--- src/rtl/stack_pkg.sv ---
`default_nettype none
// +------------------------------------------------------------------+
// | stack_pkg : shared types and constants for the stack arbiter     |
// | Rev 1.0                                                          |
// +------------------------------------------------------------------+
package stack_pkg;

  typedef enum logic [1:0] {
    IDLE  = 2'd0,
    ISSUE = 2'd1,
    CAPT  = 2'd2,
    RESP  = 2'd3
  } state_e;

  localparam logic OP_PUSH = 1'b1;
  localparam logic OP_POP  = 1'b0;

  localparam int DEF_WIDTH = 8;
  localparam int DEF_DEPTH = 16;

  // Index width that stays legal for a single requester.
  function automatic int idx_width(input int n);
    return (n > 1) ? $clog2(n) : 1;
  endfunction

endpackage
`default_nettype wire

--- src/rtl/stack_arbiter_if.sv ---
`default_nettype none
// +------------------------------------------------------------------+
// | stack_arbiter_if : requester handshake plus stack datapath bus   |
// | Rev 1.0                                                          |
// +------------------------------------------------------------------+
interface stack_arbiter_if
  import stack_pkg::*;
#(
  parameter int N_REQ = 2,
  parameter int WIDTH = DEF_WIDTH,
  parameter int DEPTH = DEF_DEPTH
);
  localparam int CW = $clog2(DEPTH + 1);

  logic [N_REQ-1:0]       req;
  logic [N_REQ-1:0]       op;
  logic [N_REQ*WIDTH-1:0] wdata;
  logic [N_REQ-1:0]       ack;
  logic                   err;
  logic [WIDTH-1:0]       rdata;
  logic [CW-1:0]          level;
  logic                   busy;
  logic                   stk_push;
  logic                   stk_pop;
  logic [WIDTH-1:0]       stk_data_in;
  logic [WIDTH-1:0]       stk_data_out;
  logic                   stk_empty;

  // Master is the environment: requesters plus the stack itself.
  modport master (
    output req, op, wdata, stk_data_out, stk_empty,
    input  ack, err, rdata, level, busy, stk_push, stk_pop, stk_data_in
  );

  modport slave (
    input  req, op, wdata, stk_data_out, stk_empty,
    output ack, err, rdata, level, busy, stk_push, stk_pop, stk_data_in
  );

endinterface
`default_nettype wire

--- src/rtl/stack_arbiter_rr_picker.sv ---
`default_nettype none
// +------------------------------------------------------------------+
// | rr_picker : combinational round-robin select, first set request  |
// | at or after ptr_i, wrapping. Rev 1.0                             |
// +------------------------------------------------------------------+
module rr_picker
  import stack_pkg::*;
#(
  parameter int N = 2,
  localparam int IW = idx_width(N)
) (
  input  logic [N-1:0]  req_i,
  input  logic [IW-1:0] ptr_i,
  output logic [N-1:0]  gnt_o,
  output logic [IW-1:0] idx_o,
  output logic          valid_o
);

  logic [IW-1:0] cand;

  always_comb begin
    gnt_o   = '0;
    idx_o   = '0;
    valid_o = 1'b0;
    cand    = '0;
    for (int k = 0; k < N; k++) begin
      cand = IW'((int'(ptr_i) + k) % N);
      if (!valid_o && req_i[cand]) begin
        valid_o     = 1'b1;
        idx_o       = cand;
        gnt_o[cand] = 1'b1;
      end
    end
  end

endmodule
`default_nettype wire

--- src/rtl/stack_arbiter.sv ---
`default_nettype none
// +------------------------------------------------------------------+
// | stack_arbiter : round-robin sharing of one stack between N_REQ   |
// | push/pop requesters with occupancy tracking. Rev 1.0             |
// +------------------------------------------------------------------+
module stack_arbiter
  import stack_pkg::*;
#(
  parameter int N_REQ = 2,
  parameter int WIDTH = DEF_WIDTH,
  parameter int DEPTH = DEF_DEPTH
) (
  input  logic           clk,
  input  logic           reset,
  stack_arbiter_if.slave bus
);

  localparam int CW = $clog2(DEPTH + 1);
  localparam int IW = idx_width(N_REQ);
  localparam logic [CW-1:0] C_FULL = CW'(DEPTH);

  state_e           state_q;
  logic [IW-1:0]    rr_ptr_q, rr_ptr_d;
  logic [IW-1:0]    gnt_id_q;
  logic [N_REQ-1:0] gnt_oh_q;
  logic             gnt_op_q;
  logic             err_q;
  logic [N_REQ-1:0] ack_q;
  logic             err_out_q;
  logic [WIDTH-1:0] rdata_q;
  logic [CW-1:0]    level_q;
  logic             busy_q;
  logic             push_q;
  logic             pop_q;
  logic [WIDTH-1:0] din_q;

  logic [N_REQ-1:0] pick_gnt;
  logic [IW-1:0]    pick_idx;
  logic             pick_valid;
  logic             pick_op;
  logic             full;
  logic             no_data;
  logic [WIDTH-1:0] wdata_a [N_REQ];

  for (genvar i = 0; i < N_REQ; i++) begin : g_unpack
    assign wdata_a[i] = bus.wdata[i*WIDTH +: WIDTH];
  end

  rr_picker #(.N(N_REQ)) u_picker (
    .req_i   (bus.req),
    .ptr_i   (rr_ptr_q),
    .gnt_o   (pick_gnt),
    .idx_o   (pick_idx),
    .valid_o (pick_valid)
  );

  assign pick_op  = bus.op[pick_idx];
  assign full     = (level_q == C_FULL);
  assign no_data  = (level_q == '0) || bus.stk_empty;
  assign rr_ptr_d = (gnt_id_q == IW'(N_REQ - 1)) ? '0 : gnt_id_q + IW'(1);

  // The push/pop decision is taken on the grant edge so the registered
  // strobe is on the stack bus exactly during the ISSUE cycle.
  always_ff @(posedge clk) begin
    if (reset) begin
      state_q   <= IDLE;
      rr_ptr_q  <= '0;
      gnt_id_q  <= '0;
      gnt_oh_q  <= '0;
      gnt_op_q  <= OP_POP;
      err_q     <= 1'b0;
      ack_q     <= '0;
      err_out_q <= 1'b0;
      rdata_q   <= '0;
      level_q   <= '0;
      busy_q    <= 1'b0;
      push_q    <= 1'b0;
      pop_q     <= 1'b0;
      din_q     <= '0;
    end else begin
      ack_q     <= '0;
      err_out_q <= 1'b0;
      push_q    <= 1'b0;
      pop_q     <= 1'b0;
      case (state_q)
        IDLE: begin
          if (pick_valid) begin
            gnt_id_q <= pick_idx;
            gnt_oh_q <= pick_gnt;
            gnt_op_q <= pick_op;
            busy_q   <= 1'b1;
            state_q  <= ISSUE;
            if (pick_op == OP_PUSH) begin
              err_q  <= full;
              push_q <= !full;
              if (!full) din_q <= wdata_a[pick_idx];
            end else begin
              err_q <= no_data;
              pop_q <= !no_data;
            end
          end
        end
        ISSUE: begin
          if (!err_q) begin
            level_q <= (gnt_op_q == OP_PUSH) ? level_q + CW'(1) : level_q - CW'(1);
          end
          if (!err_q && gnt_op_q == OP_POP) begin
            state_q <= CAPT;
          end else begin
            state_q   <= RESP;
            ack_q     <= gnt_oh_q;
            err_out_q <= err_q;
          end
        end
        CAPT: begin
          rdata_q <= bus.stk_data_out;
          ack_q   <= gnt_oh_q;
          state_q <= RESP;
        end
        RESP: begin
          rr_ptr_q <= rr_ptr_d;
          busy_q   <= 1'b0;
          state_q  <= IDLE;
        end
        default: begin
          busy_q  <= 1'b0;
          state_q <= IDLE;
        end
      endcase
    end
  end

  assign bus.ack         = ack_q;
  assign bus.err         = err_out_q;
  assign bus.rdata       = rdata_q;
  assign bus.level       = level_q;
  assign bus.busy        = busy_q;
  assign bus.stk_push    = push_q;
  assign bus.stk_pop     = pop_q;
  assign bus.stk_data_in = din_q;

endmodule
`default_nettype wire

--- src/flat_wrapper.sv ---
// flat-port wrapper written by rule: the top's interface ports become plain ports
module stack_arbiter_flat import stack_pkg::*;
#(
  parameter int N_REQ = 2,
  parameter int WIDTH = DEF_WIDTH,
  parameter int DEPTH = DEF_DEPTH
)
  (clk, reset, bus_req, bus_op, bus_wdata, bus_stk_data_out, bus_stk_empty, bus_ack, bus_err, bus_rdata, bus_level, bus_busy, bus_stk_push, bus_stk_pop, bus_stk_data_in);
  stack_arbiter_if #(.N_REQ(N_REQ), .WIDTH(WIDTH), .DEPTH(DEPTH)) bus_i ();
  input  logic clk;
  input  logic reset;
  input wire logic [$bits(bus_i.req)-1:0] bus_req;
  input wire logic [$bits(bus_i.op)-1:0] bus_op;
  input wire logic [$bits(bus_i.wdata)-1:0] bus_wdata;
  input wire logic [$bits(bus_i.stk_data_out)-1:0] bus_stk_data_out;
  input wire logic [$bits(bus_i.stk_empty)-1:0] bus_stk_empty;
  output wire logic [$bits(bus_i.ack)-1:0] bus_ack;
  output wire logic [$bits(bus_i.err)-1:0] bus_err;
  output wire logic [$bits(bus_i.rdata)-1:0] bus_rdata;
  output wire logic [$bits(bus_i.level)-1:0] bus_level;
  output wire logic [$bits(bus_i.busy)-1:0] bus_busy;
  output wire logic [$bits(bus_i.stk_push)-1:0] bus_stk_push;
  output wire logic [$bits(bus_i.stk_pop)-1:0] bus_stk_pop;
  output wire logic [$bits(bus_i.stk_data_in)-1:0] bus_stk_data_in;
  assign bus_i.req = bus_req;
  assign bus_i.op = bus_op;
  assign bus_i.wdata = bus_wdata;
  assign bus_i.stk_data_out = bus_stk_data_out;
  assign bus_i.stk_empty = bus_stk_empty;
  assign bus_ack = bus_i.ack;
  assign bus_err = bus_i.err;
  assign bus_rdata = bus_i.rdata;
  assign bus_level = bus_i.level;
  assign bus_busy = bus_i.busy;
  assign bus_stk_push = bus_i.stk_push;
  assign bus_stk_pop = bus_i.stk_pop;
  assign bus_stk_data_in = bus_i.stk_data_in;
  stack_arbiter #(.N_REQ(N_REQ), .WIDTH(WIDTH), .DEPTH(DEPTH)) u_core (.clk(clk), .reset(reset), .bus(bus_i));
endmodule
--- config.mk ---
export PLATFORM = sky130hd
export DESIGN_NAME = stack_arbiter_flat
export DESIGN_NICKNAME = d
export VERILOG_FILES = /design/src/rtl/stack_pkg.sv /design/src/rtl/stack_arbiter_if.sv /design/src/rtl/stack_arbiter_rr_picker.sv /design/src/rtl/stack_arbiter.sv /design/src/flat_wrapper.sv
export SDC_FILE = /design/constraint.sdc
export NUM_CORES = 1
export LEC_CHECK = 0
export CAP_MARGIN = 20
export CORE_ASPECT_RATIO = 2
export CORE_MARGIN = 4
export CORE_UTILIZATION = 41
export CTS_BUF_LIST = sky130_fd_sc_hd__clkbuf_8 sky130_fd_sc_hd__clkbuf_16
export DETAILED_ROUTE_END_ITERATION = 10
export PLACE_DENSITY = 0.74
export REMOVE_ABC_BUFFERS = 1
export SETUP_SLACK_MARGIN = 0.02
export SLEW_MARGIN = 5
export SYNTH_ARGS = -nofsm -noshare
export SYNTH_HDL_FRONTEND = slang
export SYNTH_SLANG_ARGS = --single-unit
--- constraint.sdc ---
create_clock -name clk -period 1.8 [get_ports clk]
set_input_delay 0.27 -clock clk [delete_from_list [all_inputs] [get_ports clk]]
set_output_delay 0.27 -clock clk [all_outputs]
set_load 0.05 [all_outputs]
### Word level (Yosys, flattened, before mapping)

Index checks and enable logic that the tools add are counted.
W data, S select, Z words.

| word-level totals | value |
|---|---|
| bits in registers | 35 |
| input port bits | 31 |
| output and inout bits | 27 |
| word-level logic and storage cells | 86 |

| cells by class | value |
|---|---|
| add/sub/neg operators | 4 |
| $lt $le $gt $ge | 6 |
| equal/unequal tests | 5 |
| muxes and demuxes | 29 |
| bitwise operators | 9 |
| reductions and logical operators | 19 |

Operators by type and width:

| operator | count |
|---|---|
| $mux W8 | 3 |
| $mux W1 | 16 |
| $mux W2 | 4 |
| $pmux W2 S4 | 1 |
| $reduce_or A4 Y1 | 2 |
| $not A1 Y1 | 7 |
| $lt A1 B2 Y1 const B | 3 |
| $reduce_and A2 Y1 | 3 |
| $add A5 B1 Y5 const B | 1 |
| $eq A5 B5 Y1 const B | 1 |
| $logic_not A5 Y1 | 1 |
| $mux W5 | 1 |
| $sub A5 B1 Y5 const B | 1 |
| $eq A2 B2 Y1 const B | 2 |
| $logic_and A1 B1 Y1 | 4 |
| $logic_not A1 Y1 | 4 |
| $pmux W2 S2 | 1 |
| $reduce_and A4 Y1 | 1 |
| $reduce_or A3 Y1 | 1 |
| $add A1 B1 Y1 const B | 2 |
| $demux W1 S1 | 2 |
| $eq A2 B1 Y1 const B | 1 |
| $ge A1 B1 Y1 const B | 2 |
| $ge A2 B2 Y1 const B | 1 |
| 7 further kinds | 7 |

### Depth between registers and ports, before layout

Gate-level depths: netlist of the first run.

| depth | value |
|---|---|
| depth in word-level cells | 10 |
| gate-level depth with buffers | 6 |
| mapped depth without buffers | 6 |

### Modules after synthesis

Synthesis of the first run repeated with hierarchy kept, for this count alone.

| unflattened totals | value |
|---|---|
| cells, all modules | 169 |
| area, all modules | 1619.1 um2 |

Modules (own cells, without submodules):

| module | times used | cells each | area an instance (um2) | sequential area each (um2) |
|---|---|---|---|---|
| stack_arbiter | 1 | 164 | 1586.5 | 700.7 |
| rr_picker | 1 | 5 | 32.5 | 0.0 |

### Worst setup path before layout of the first run

Ideal clock, no wire load.

| timing | value |
|---|---|
| kind | register to register |
| start | register u_core.level_q[3] (netlist: u_core.bus.level[3]) |
| end | register u_core.level_q[4] (netlist: u_core.bus.level[4]) |
| setup time | 67 ps |
| arrival | 1978 ps |
| required time | 1733 ps |
| setup slack | -245 ps |
| cell stages (with the launch flop) | 6 |
| path buffers | 0 |
| period minus slack after synthesis | 2045 ps |
| cell sequence | dfxtp_1 ha_1 and3_1 or4_4 a21o_1 a21oi_2 |

| on the way | value |
|---|---|
| cells in the longest elaborated chain, start to end | 2 |
| elaborated cells on any way between the ends | 3 |
| classes of those cells | 2 x add/sub; 1 x mux |

Ends and longest elaborated chain:

| what | RTL line | source |
|---|---|---|
| start: declaration | stack_arbiter.sv:31 | `logic [CW-1:0] level_q;` |
| start signal: assignment | stack_arbiter.sv:105 | `level_q <= (gnt_op_q == OP_PUSH) ? level_q + CW'(1) : level_q - CW'(1);` |
| $sub A5 B1 Y5 / $add A5 B1 Y5 (equally long branches) | stack_arbiter.sv:105 |  |
| $mux W5 (*) | stack_arbiter.sv:105 |  |

Mark *: on every way between the ends. The rest lies on a longest branch, timed or not.
A chain may end at the register's enable or synchronous reset.

### Worst setup path in the final report of the first run

| timing | value |
|---|---|
| start | register u_core.gnt_op_q |
| end | register u_core.level_q[4] (netlist: u_core.bus.level[4]) |

| on the way | value |
|---|---|
| cells in the longest elaborated chain, start to end | 1 |

Ends and longest elaborated chain:

| what | RTL line | source |
|---|---|---|
| start: declaration | stack_arbiter.sv:26 | `logic gnt_op_q;` |
| start signal: assignment | stack_arbiter.sv:90 | `gnt_op_q <= pick_op;` |
| $mux W5 | stack_arbiter.sv:105 |  |

Every way passes these cells.

==> results of run 1 <==
[metrics by stage]
stage / hold slack [ps] / power [mW] / setup slack, ps / setup TNS, ps
6_report: 431 / 3.86 / 51.6 / 0
5_1_grt: 446 / 4.15 / -16.5 / -16.5
4_1_cts: 433 / 3.87 / 29.3 / 0
3_5_place_dp: 419 / 3.26 / -88.7 / -747
3_3_place_gp: 416 / 3.22 / -65.0 / -590
2_1_floorplan: 332 / 2.46 / -244 / -244
[routing by layer]
metal  global-route usage  part of all wire  routed length, microns  up-vias
li1                     -                 -                       -      824
met1                0.173              0.33                    1490      763
met2                0.367              0.61                    2730       35
met3               0.0480             0.040                     178        9
met4               0.0866             0.024                     108        0
met5                    0                 0                       0        -
[what timing repair did]
item,4_1_cts,5_1_grt
endpoints found under the setup margin,1,1
buffers inserted,0,1
pin swaps,0,3
gates resized for setup,5,2
[final cells by class]
cell class / count / share of cell area
sequential: 35 / 0.271
timing repair buffer: 81 / 0.283
clock buffer: 5 / 0.0266
multi-input combinational: 140 / 0.376
clock inverter: 3 / 0.00774
inverter: 6 / 0.00967
tap: 52 / 0.0251
[flip-flops by register name (all words and copies together) (netlist names)]
| signal | cells |
|---|---|
| u_core.bus.stk_data_in | 8 |
| u_core.gnt_op_q | 1 |
| u_core.gnt_id_q | 1 |
| u_core.bus.ack | 2 |
| u_core.bus.rdata | 8 |
| u_core.err_q | 1 |
| u_core.bus.stk_push | 1 |
| u_core.rr_ptr_q | 1 |
| u_core.gnt_oh_q | 2 |
| u_core.bus.level | 5 |
| u_core.state_q | 2 |
| u_core.bus.busy | 1 |
| u_core.bus.stk_pop | 1 |
| u_core.bus.err | 1 |
[report_power, final]
group / switching, mW / total (mW) / internal, mW / leakage, nW
logic: 1.21 / 2.18 / 0.973 / 0.702
clock network: 0.286 / 0.555 / 0.269 / 0.0402
registers: 0.145 / 1.12 / 0.975 / 0.286
total: 1.64 / 3.86 / 2.22 / 1.03
[cells in the final DEF (no fill, tap or decap), types with 9 or more instances in the layout]
cell             instances
nor2_1                  20
nor2b_1                 13
buf_4                   31
clkdlybuf4s50_1         50
nand3_1                 15
o21ai_0                 11
dfxtp_1                 34
a21oi_1                 16
nand2_1                  9
[worst max-delay path, cell delays in order, from the launching register on]
cell	delay, ps
dfxtp_2	360
inv_4	60
fa_2	360
and3_4	160
or4_4	480
a21o_1	180
a21oi_2	100
[worst max path at each step]
stage | from | end | slack (ps)
after floorplan | u_core.bus.level[3] | u_core.bus.level[4] | -240
after global placement | bus_req[1] | u_core.bus.stk_data_in[1] | -60
after detailed placement | bus_req[1] | u_core.bus.stk_data_in[5] | -90
after CTS | u_core.gnt_op_q | u_core.bus.level[4] | 30
after global routing | u_core.gnt_op_q | u_core.bus.level[4] | -20
final | u_core.gnt_op_q | u_core.bus.level[4] | 50
[cell families after synthesis]
group                    count (synthesis)  share of synthesized area
XOR/XNOR                                 2                     0.0103
multiplexers                            16                     0.0998
flip-flops                              35                      0.411
AO/OA/AOI/OAI                           44                      0.164
buffers and inverters                   14                     0.0315
AND/OR/NAND/NOR                         69                      0.214
adder cells (fa/ha/maj)                  9                     0.0704
==> flow_metrics.tcl, run 1 <==
set metrics [dict create \
    min_path_type "register to register" \
    finalSetupViolCount 0 \
    hpwlAfterDp_mm 3.61 \
    viasPerCell 5.07 \
    reg2reg_depth 6 \
    seq_area_sq_um 702 \
    vdd_drop_max_mv 0.941 \
    cts_buffer_depth 2 \
    cts_num_sinks 35 \
    placedCellCount 313 \
    skew_ps 5.70 \
    start_util 0.421 \
    required_ps 2030 \
    cts_root_buffer "clkbuf_8" \
    cts_buffers 5 \
    worstSetupPathType "register to register" \
    grt_pass1_wl_mm 7.62 \
    die_w_microns 53.6 \
    worstPathMaxFanout 4 \
    synth-async-reset-ratio 0 \
    diodes 0 \
    rsz0062_at_grt "yes" \
    ys_seq_area_frac 0.411 \
    path_clk_slew_ps 70 \
    slew_headroom 0.647 \
    cp-end-kind "register" \
    yosys-top-cells-count "35 x dfxtp_1, 20 x nor2_1, 16 x a21oi_1" \
    htreeDepth 2 \
    ys_types 37 \
    floorplan.die_area_sq_um 5320 \
    drt_iter0_markers 22 \
    r2r_end "u_core.bus.level[4]" \
    grt_pass1_vias 1741 \
    dpl_cell_area_sq_um 2460 \
    ys_ff_latch 35 \
    reg2reg_slack_ps 50 \
    reg2reg_from "u_core.gnt_op_q" \
    hold-path-endpoint "u_core.bus.ack[0]" \
    fillers 392 \
    gr-usage-all-layers 0.191 \
    gr-total-overflow 0 \
    grt_antenna_before_repair 0 \
    ys.flop_type "dfxtp_1" \
    die_y_microns 99.2 \
    postRouteAntennaNets 0 \
    fmax_ghz 0.572 \
    fin_crit_ps 1750 \
    io_pins 58 \
    io_buffers 57 \
    synth_warnings 0 \
    netlist_instances 189 \
    syn_area_per_cell_sq_um 9.02 \
    status "complete, no violations" \
    synth_area_leaders "dfxtp_1 41%, ha_1 5.9%, mux2_2 5.3%" \
    rows 33 \
    period_share 0.971 \
    yosysMostFrequentCell "dfxtp_1" \
    startpoint_type "register" \
    final_area_sq_um 2590 \
    wl_per_cell_microns 14.0 \
    multi_input_area_sq_um 973 \
    cap_violations 0 \
    cts_hold_repair.buffers 0 \
    coreArea_sq_um 4050 \
    fin_util 0.639 \
    drive_gt1_frac 0.222 \
    drc 0 \
    tightest_slew_ps 527 \
    finalWirelength_mm 4.51 \
    synth_largest_area_cell "dfxtp_1" \
    gp_congestion 0.802 \
    fin_cells 322 \
    synth-edff-count 0 \
    num-nets-final 309 \
    holdCritStartpoint "u_core.gnt_oh_q[0]" \
    powerDensity_nw_per_um2 1490 \
    synth_top_area_share 0.411 \
    cts_tree "done" \
    vias 1631 \
    grt_max_degree 16 \
    hold_path_depth 2 \
    syn_to_final_growth_pct 51.7 \
    first_pass_iters 4 \
    arrival_ps 1980 \
    clk_latency_ps 290 \
    hold_viol 0 \
    maxSlewViolCount 0 \
    synth_area_sq_um 1710 \
    leakage_nw 1.03 \
]
Power figures use the tool's default switching activity.
==> run 2: changes to the inputs <==
--- a/config.mk
+++ b/config.mk
@@ -10,3 +10,3 @@
 export CORE_MARGIN = 4
-export CORE_UTILIZATION = 41
+export CORE_UTILIZATION = 40
 export CTS_BUF_LIST = sky130_fd_sc_hd__clkbuf_8 sky130_fd_sc_hd__clkbuf_16
@@ -19,2 +19,4 @@
 export SYNTH_HDL_FRONTEND = slang
+export SYNTH_HIERARCHICAL = 1
 export SYNTH_SLANG_ARGS = --single-unit
+export TNS_END_PERCENT = 30
==> constraint.sdc (replaced) <==
create_clock -name clk -period 1.8 [get_ports clk]
set_input_delay 0.36 -clock clk [delete_from_list [all_inputs] [get_ports clk]]
set_output_delay 0.36 -clock clk [all_outputs]
set_load 0.05 [all_outputs]
==> flow_metrics.tcl, run 2 <==
set metrics [dict create \
    io_pins 58 \
    cts_num_sinks 35 \
    gp_congestion 0.765 \
    syn_area_per_cell_sq_um 9.58 \
    cts_root_buffer "clkbuf_8" \
    powerDensity_nw_per_um2 1680 \
    fin_crit_ps 1670 \
    cts_tree "done" \
    hold_path_depth 2 \
    min_path_type "register to register" \
    postRouteAntennaNets 0 \
    path_clk_slew_ps 70 \
    maxSlewViolCount 0 \
    die_y_microns 98.0 \
    fillers 353 \
    synth_area_sq_um 1620 \
    diodes 0 \
    final_cell_mix "43 x buf_4, 34 x dfxtp_1, 30 x clkdlybuf4s50_1" \
    netlist_instances 169 \
    rsz0062_at_grt "yes" \
    cts_buffer_depth 2 \
    wl_per_cell_microns 12.5 \
    fin_total_pwr_mw 4.01 \
    coreArea_sq_um 3880 \
    syn_to_final_growth_pct 47.3 \
    drive_gt1_frac 0.259 \
    cp-end-kind "register" \
    synth_largest_area_cell "dfxtp_1" \
    worstSetupPathType "register to register" \
    fmax_ghz 0.598 \
    grt_pass1_wl_mm 6.18 \
    synth-edff-count 0 \
    gr-usage-all-layers 0.158 \
    grt_pass1_vias 1401 \
    leakage_nw 0.995 \
    intPower_mw 2.24 \
    finalSetupViolCount 0 \
    placedCellCount 286 \
    dpl_cell_area_sq_um 2300 \
    synth_warnings 6 \
    cap_violations 0 \
    synth_top_area_share 0.433 \
    skew_ps 3.79 \
    rows 32 \
    drt_iter0_markers 6 \
    io_buffers 57 \
    synth_area_leaders "dfxtp_1 43%, mux2i_1 12%, nor2_1 6.3%" \
    floorplan.die_area_sq_um 5190 \
    die_w_microns 53.0 \
    viasPerCell 4.77 \
    slew_headroom 0.656 \
    yosys-top-cells-count "35 x dfxtp_1, 27 x nor2_1, 19 x mux2i_1" \
    worstPathMaxFanout 5 \
    yosysMostFrequentCell "dfxtp_1" \
    vias 1401 \
    htreeDepth 2 \
    seqPwrFrac 0.297 \
    final_common_cell "buf_4" \
    startpoint_type "register" \
    required_ps 1980 \
    ys_ff_latch 35 \
    status "complete, no violations" \
    ys_types 37 \
    synth-async-reset-ratio 0 \
    cts_setup_buffers 0 \
    final_area_sq_um 2380 \
    first_pass_iters 4 \
    tightest_slew_ps 515 \
    gr-total-overflow 0 \
    grt_antenna_before_repair 0 \
    reg2reg_depth 5 \
    ys.flop_type "dfxtp_1" \
    clk_latency_ps 280 \
    drc 0 \
    cts_buffers 5 \
    num-nets-final 281 \
    ys_seq_area_frac 0.433 \
    arrival_ps 1850 \
    fin_util 0.614 \
    combPwrFrac 0.568 \
    vdd_drop_max_mv 0.927 \
    start_util 0.417 \
    hold_ws_ps 430 \
    hold_viol 0 \
    clkPwrFrac 0.136 \
    hpwlAfterDp_mm 2.94 \
    finalWirelength_mm 3.67 \
    swShare 0.441 \
    cts_hold_repair.buffers 0 \
    period_share 0.929 \
    grt_max_degree 20 \
    fin_cells 294 \
    p_switching_mw 1.77 \
]
-- run 2: metal layers --
layer | vias up | wire length [microns] | GRT usage
met1 | 637 | 1330 | 0.160
li1 | 723 | - | -
met5 | - | 0 | 0
met2 | 35 | 2080 | 0.288
met4 | 0 | 70 | 0.0709
met3 | 6 | 186 | 0.0366
-- run 2: kinds of logic (layout without fill, tap and decap cells) --
logic type      after synthesis  count (layout)  share of synthesized area
compound gates               30              30                      0.139
fa+ha+maj                     8               8                     0.0665
buf+inv                      17              91                     0.0495
flops                        35              35                      0.433
xor+xnor                      3               3                     0.0162
simple gates                 55              55                      0.163
mux                          21              21                      0.133
-- run 2: path summary, 6_finish.rpt --
| path | start | endpoint | slack [ps] |
|---|---|---|---|
| setup / recovery | u_core/bus.level[1] | u_core/bus.level[3] | 130 |
| hold / removal | u_core/gnt_oh_q[0] | u_core/bus.ack[0] | 430 |
| setup reg to reg | u_core/bus.level[1] | u_core/bus.level[3] | 130 |
| hold reg to reg | u_core/gnt_oh_q[0] | u_core/bus.ack[0] | 430 |
-- run 2: worst max-delay path, cell delays in order (launching register included) --
cell and delay, ps:
dfxtp_1 370, ha_1 300, a21o_1 100, a21oi_1 70, or4b_2 610, o311ai_1 110
-- run 2: area by class of cell --
type | count | area, sq um | area share
repair buffers | 75 | 663 | 0.278
well taps | 51 | 63.8 | 0.0268
multi-input cells | 117 | 842 | 0.353
flip-flops and latches | 35 | 702 | 0.294
clock buffers | 5 | 68.8 | 0.0289
clock inverters | 3 | 15.0 | 0.00630
inverters | 8 | 30.0 | 0.0126
-- run 2: power groups by stage --
stage / combinational (mW) / sequential, mW / clock, mW
floorplan: 0.928 / 1.75 / 0
global placement: 2.26 / 1.20 / 0
detailed placement: 2.29 / 1.20 / 0
CTS: 2.30 / 1.19 / 0.560
global route: 2.48 / 1.23 / 0.593
finish: 2.27 / 1.19 / 0.543
-- run 2: metrics by stage --
step / worst slack, ps / TNS (ps)
CTS: 51.3 / 0
detailed placement: -239 / -2370
finish: 127 / 0
floorplan: -858 / -8720
global placement: -199 / -1850
global route: 9.43 / 0
-- run 2: repair_timing --
action	4_1_cts	5_1_grt
gates cloned	0	0
gates resized for setup	1	3
setup endpoints to repair	1	8
==> run 3: changes to the inputs <==
- CORE_UTILIZATION: 40 -> 41
- MAX_ROUTING_LAYER: default -> met4
- SYNTH_HIERARCHICAL: 1 -> default
==> flow_metrics.tcl, run 3 (same netlist as run 1, synthesis figures left out) <==
set metrics [dict create \
    status "complete, no violations" \
    finalSetupViolCount 0 \
    postRouteAntennaNets 0 \
    reg2reg_slack_ps 20 \
    syn_to_final_growth_pct 51.3 \
    cts_buffer_depth 2 \
    cts_num_sinks 35 \
    gr-total-overflow 0 \
    hold_viol 0 \
    rows 33 \
    fmax_ghz 0.561 \
    hold-path-endpoint "u_core.bus.ack[0]" \
    path_buf_inv 1 \
    clk_latency_ps 290 \
    io_buffers 57 \
    slowest_stage "or4_4" \
    arrival_ps 2010 \
    grt_max_degree 20 \
    cts_setup_buffers 0 \
    grt_pass1_vias 1584 \
    grt_antenna_before_repair 0 \
    period_share 0.990 \
    floorplan.die_area_sq_um 5320 \
    coreArea_sq_um 4050 \
    cts_root_buffer "clkbuf_8" \
    gp_congestion 0.814 \
    path_clk_slew_ps 80 \
    start_util 0.421 \
    hpwlAfterDp_mm 3.55 \
    vias 1650 \
    fin_total_pwr_mw 4.01 \
    drive_gt1_frac 0.293 \
    r2r_end "u_core.bus.level[4]" \
    htreeDepth 2 \
    reg2reg_from "u_core.gnt_op_q" \
    hold_path_depth 2 \
    wl_per_cell_microns 13.9 \
    worstSetupPathType "register to register" \
    skew_ps 8.90 \
    fin_crit_ps 1780 \
    maxSlewViolCount 0 \
    min_path_type "register to register" \
    vdd_drop_max_mv 0.880 \
    die_w_microns 53.6 \
    io_pins 58 \
    rsz0062_at_grt "yes" \
    num-nets-final 309 \
    required_ps 2030 \
    finalWirelength_mm 4.47 \
    cts_buffers 5 \
    startpoint_type "register" \
    gr-usage-all-layers 0.186 \
    cap_violations 0 \
    holdCritStartpoint "u_core.gnt_oh_q[0]" \
    cp_cell_sequence "inv_4 -> fa_2 -> and3_4 -> or4_4 -> a21o_1 -> a21oi_2" \
    final_common_cell "buf_4" \
    drt_iter0_markers 15 \
    tightest_slew_ps 512 \
    grt_pass1_wl_mm 7.13 \
    diodes 0 \
    slew_headroom 0.658 \
    final_cell_mix "50 x buf_4, 34 x dfxtp_1, 30 x clkdlybuf4s50_1" \
    powerDensity_nw_per_um2 1550 \
    worstPathMaxFanout 4 \
    viasPerCell 5.12 \
    leakage_nw 1.11 \
    cp_slowest_stage_delay_ps 490 \
    drc 0 \
    finalSetupTns_ps 0 \
    first_pass_iters 4 \
    worst-path-stages 6 \
    critPathTopFamily "simple AND/OR/NAND/NOR gates" \
    cts_tree "done" \
    die_y_microns 99.2 \
    cp-end-kind "register" \
    reg2reg_depth 6 \
]
==> run 3: area by class of cell <==
type	count	area, sq um
fillers	382	1470
flip-flops and latches	35	702
clock buffers	5	68.8
inverters	6	25.0
well taps	52	65.1
clock inverters	3	47.5
repair buffers	81	688
multi-input cells	140	983
==> run 3: worst max path at each step <==
stage                             start             endpoint  slack [ps]
floorplan           u_core.bus.level[3]  u_core.bus.level[4]        -240
CTS                     u_core.gnt_op_q  u_core.bus.level[4]          20
global placement             bus_req[0]  u_core.bus.stk_push        -280
finish                  u_core.gnt_op_q  u_core.bus.level[4]          20
global route            u_core.gnt_op_q  u_core.bus.level[4]         -30
detailed placement           bus_req[0]  u_core.bus.stk_push        -260
==> run 3: routing by layer <==
metal	part of all wire	global-route usage	vias to the layer above	wire length, microns
met5	0	-	-	0
met4	0.019	0.0866	0	84
met3	0.036	0.0405	7	163
met2	0.58	0.325	30	2600
met1	0.36	0.185	782	1630
li1	-	-	831	-
==> run 3: what timing repair did <==
action	4_1_cts	5_1_grt
pin swaps	1	0
hold buffers	0	0
setup endpoints to repair	1	11
resized for setup	3	7
==> run 3: power breakdown <==
group          switching [mW]  total (mW)  internal [mW]  leakage [nW]
Combinational            1.22        2.17          0.949         0.761
Sequential              0.143        1.12          0.974         0.286
Clock                   0.303       0.722          0.419        0.0587
Total                    1.67        4.01           2.34          1.11
==> run 3: worst reg2reg max path: stages, from the launching register on <==
cell	delay (ps)
dfxtp_2	360
inv_4	60
fa_2	350
and3_4	160
or4_4	490
a21o_1	190
a21oi_2	120
==> run 3: through the flow <==
stage          utilization  setup WS (ps)  hold WS [ps]  area, sq um  instances
5_1_grt              0.638          -25.5           446         2580        322
4_1_cts              0.629           17.9           437         2540        322
2_1_floorplan            -           -244           409         1670        181
3_5_place_dp         0.599           -259           422         2420        314
3_3_place_gp         0.599           -277           421         2420        314
6_report             0.638           18.3           430         2580        322
